--- config.mk ---
export PLATFORM = sky130hd
export DESIGN_NAME = serial_adder
export DESIGN_NICKNAME = d
export VERILOG_FILES = /design/src/rtl/serial_adder.sv
export SDC_FILE = /design/constraint.sdc
export NUM_CORES = 1
export LEC_CHECK = 0
export ABC_CLOCK_PERIOD_IN_PS = 1950
export CORE_MARGIN = 10
export CORE_UTILIZATION = 51
export CTS_CLUSTER_DIAMETER = 60
export DETAILED_ROUTE_END_ITERATION = 10
export PLACE_DENSITY = 0.83
export SYNTH_ARGS = -nofsm -noshare
export SYNTH_HDL_FRONTEND = slang
export SYNTH_SLANG_ARGS = --single-unit
--- constraint.sdc ---
create_clock -name clk -period 1.95 [get_ports clk]
set_input_delay 0.4875 -clock clk [delete_from_list [all_inputs] [get_ports clk]]
set_output_delay 0.4875 -clock clk [all_outputs]
set_load 0.01 [all_outputs]
--- src/rtl/serial_adder.sv ---
// Bit-serial adder/subtractor: one full-adder cell and a carry flop process
// one operand bit per clock, LSB first; results are published once per operation.
module serial_adder #(
  parameter int unsigned WIDTH = 8
) (
  input  logic             clk,
  input  logic             rst_n,
  input  logic             start,
  input  logic [WIDTH-1:0] a,
  input  logic [WIDTH-1:0] b,
  input  logic             cin,
  input  logic             sub,
  output logic             busy,
  output logic             done,
  output logic [WIDTH-1:0] sum,
  output logic             carry,
  output logic             overflow
);

  localparam int unsigned CW = (WIDTH > 1) ? $clog2(WIDTH) : 1;
  localparam logic [CW-1:0] LAST = CW'(WIDTH - 1);

  typedef enum logic [1:0] {
    IDLE,
    RUN,
    DONE
  } state_t;

  state_t           state;
  logic [CW-1:0]    cnt;
  logic             c;
  logic [WIDTH-1:0] areg;
  logic [WIDTH-1:0] breg;
  logic             s;
  logic             co;

  // The single full-adder cell works on the LSB of the operand shifters.
  always_comb begin
    s  = areg[0] ^ breg[0] ^ c;
    co = (areg[0] & breg[0]) | ((areg[0] ^ breg[0]) & c);
  end

  // Sum bits shift into the top of areg as operand bits leave the bottom,
  // so after WIDTH steps areg would hold the full result.
  always_ff @(posedge clk or negedge rst_n) begin
    if (!rst_n) begin
      state    <= IDLE;
      cnt      <= '0;
      c        <= 1'b0;
      areg     <= '0;
      breg     <= '0;
      busy     <= 1'b0;
      done     <= 1'b0;
      sum      <= '0;
      carry    <= 1'b0;
      overflow <= 1'b0;
    end else begin
      case (state)
        IDLE: begin
          done <= 1'b0;
          if (start) begin
            areg  <= a;
            breg  <= sub ? ~b : b;
            c     <= cin ^ sub;
            cnt   <= '0;
            busy  <= 1'b1;
            state <= RUN;
          end
        end
        RUN: begin
          areg <= {s, areg[WIDTH-1:1]};
          breg <= {1'b0, breg[WIDTH-1:1]};
          c    <= co;
          cnt  <= cnt + 1'b1;
          if (cnt == LAST) begin
            sum      <= {s, areg[WIDTH-1:1]};
            carry    <= co;
            overflow <= c ^ co;
            busy     <= 1'b0;
            done     <= 1'b1;
            state    <= DONE;
          end
        end
        DONE: begin
          done  <= 1'b0;
          state <= IDLE;
        end
        default: state <= IDLE;
      endcase
    end
  end

endmodule

==> metrics.txt <==
status finished, final reports clean; vias 1265; wire length per cell 15.9 um; Top FF cell, synth dfrtp_1; total clock buffers created by CTS 5; Fmax achieved 576 MHz; Final Hold Violating Endpoints 0; max incr delay on CP 550 ps; Multi-input gate area 731 um2; synthesized area per cell 11.5 um2; Die Area 0.00594 mm2; Min Hold Slack 487 ps; FP Rows 20; met3 global-route usage 4.08%; # setup viols final 0; Initial Util 54.0%; Worst Max-Slew Pin Slew 544 ps; crit end category output port; Post-DP Area 0.00204 mm2; Data arrival, critical path 1250 ps; WP buf/inv 1; post-DP HPWL 2720 um; sequential share of the synthesized area 51.2%; RSZ-0062 raised after global routing false; crit share post-route 89.1%; synthesis-to-layout area growth 25.8%; drt drc 0; power per cell area 1330 mW/mm2; die height 77.1 um; max-slew violation count 0; M1 GR Usage 14.5%; first drt pass iteration count 4; Total Power 2.78 mW; Mapped Area 0.00166 mm2; Mapped Nets 169; WL final 3610 um; Setup Total Neg Slack 0 ps; Total GRT Usage 12.9%; I/O pins 33; core area 0.00308 mm2; GR peak layer met2; GP Congestion 0.807; first-pass GRT wire length 6270 um; final core utilization 67.9%; Worst Path Max Fanout 3; gr ovfl total 0; Critical Path RT 1460 ps; GR Util met2 21.8%; critical path cell sequence clkdlybuf4s50_1; Buffers on Ports 32; CTS tree built; Syn Inst Count 145; crit path kind flop to output port; Reg area 851 um2; setup bufs post-CTS 0; root buffer cell clkbuf_4; worst hold path type flop to flop; Via density 5.57; antenna viol nets, final 0; post-cts resize count 0; VDD IR max 0.703 mV; DRT iter0 DRCs 65; Startpoint Class flop; Die X 77.1 um; clock latency on the worst-skew pair 330 ps; register bit total from synthesis 34; clk slew on worst S/H paths 100 ps; # diodes 0; CP delay by family, top buffers and inverters; synth warn 0; post-route clock skew 3.89 ps; share of layout cells above drive strength 1 16.9%; vias in the first global route 1324; post-layout min period 1740 ps; post-cts hold buffer count 0; CTS sink cnt 34; CP max stage cell clkdlybuf4s50_1; largest net degree at the start of global routing 35; number of H-tree levels 2; layout filler cell count 242; Post-synth EDFFs 0; Clock Path Buffers 2; fin area 0.00209 mm2; ys async rst share 100%; Synth cell types 27; Slew HR 63.8%; Max-cap violations 0; initial antenna violation count 0; Pleak 0.904 nW; Final #Nets 208
==> layer usage <==
| metal | up-vias | share of wire (%) |
|---|---|---|
| li1 | 592 | - |
| met1 | 629 | 39 |
| met2 | 35 | 53 |
| met3 | 9 | 5.5 |
| met4 | 0 | 1.9 |
| met5 | - | 0 |
==> tightest hold or removal path, cell delays in order, from the launching register on <==
cell     delay (ps)
dfrtp_1         350
nand2_1          50
nand2_1          50
==> metrics by stage <==
| stage | instances | setup slack, ps |
|---|---|---|
| after floorplan | 145 | 483 |
| after global placement | 221 | 128 |
| after detailed placement | 221 | 71.3 |
| after CTS | 227 | 191 |
| after global routing | 227 | 134 |
| final | 227 | 213 |
==> power breakdown <==
group / total (mW) / internal, mW / switching (mW)
combinational: 1.15 / 0.660 / 0.492
sequential: 1.25 / 1.00 / 0.244
clock: 0.382 / 0.162 / 0.220
==> cells by family after synthesis <==
kind of cell / count (synthesis) / synth area share, %
AOI/OAI and AO/OA: 43 / 18.0
xor gates and xnor gates: 10 / 5.27
adders and majority gates: 3 / 2.71
buffers and inverters: 12 / 4.82
DFF: 34 / 51.2
muxes: 11 / 7.38
and+or+nand+nor: 32 / 10.6
==> state kept, by name, summed over array words and instances, names as in the netlist <==
signal and cells:
c 1, breg 8, cnt 3, sum 8, state 2, busy 1, overflow 1, carry 1
done 1, areg 8
==> placed cells by master (no fill, tap or decap) <==
cell / instances
nand2_1: 15
o21bai_4: 1
nor2b_1: 10
mux2_2: 10
xor2_1: 1
ha_1: 2
a221o_2: 1
clkdlybuf4s50_1: 32
a21oi_1: 9
xnor2_1: 9
o211ai_1: 3
a22oi_1: 11
nor2_1: 4
clkbuf_4: 5
inv_1: 2
nor2b_4: 1
dfrtp_1: 34
buf_4: 10
clkbuf_8: 1
nand3b_4: 1
a22o_1: 2
fa_1: 1
o221ai_2: 1
o21ai_0: 12
or3b_1: 1
mux2i_1: 1
o221ai_1: 3
==> synthesized netlist by cell type, types with 2 or more instances <==
| master | instances | area, um2 |
|---|---|---|
| o211ai_1 | 3 | 22.5 |
| a22oi_1 | 11 | 82.6 |
| ha_1 | 2 | 25.0 |
| nor2_1 | 4 | 15.0 |
| nand2_1 | 15 | 56.3 |
| buf_2 | 4 | 20.0 |
| xnor2_1 | 9 | 78.8 |
| nor2b_1 | 10 | 62.6 |
| buf_4 | 2 | 15.0 |
| o21ai_0 | 12 | 60.1 |
| mux2_2 | 10 | 113 |
| dfrtp_1 | 34 | 851 |
| a21oi_1 | 9 | 45.0 |
| a22o_1 | 2 | 17.5 |
| o221ai_1 | 3 | 26.3 |
| inv_1 | 2 | 7.51 |
| buf_6 | 3 | 33.8 |
==> final timing paths <==
path                       startpoint  endpoint  slack, ps  depth (start not counted)
max                              busy      busy        210                          1
min                              done      done        490                          2
max reg2reg                  state[1]   breg[5]        420                          3
min reg2reg                      done      done        490                          2
max in group asynchronous       rst_n         c       1090                          2
min in group asynchronous       rst_n   areg[2]        560                          2
==> area by class of cell <==
cell class                      instances  share of cell area, %
Multi-Input combinational cell         99                   34.9
Sequential cell                        34                   40.7
Inverter                                2                  0.359
Timing Repair Buffer                   42                   18.9
Tap cell                               44                   2.63
Clock buffer                            6                   2.45
No activity file was read; power rests on OpenSTA's default activity.
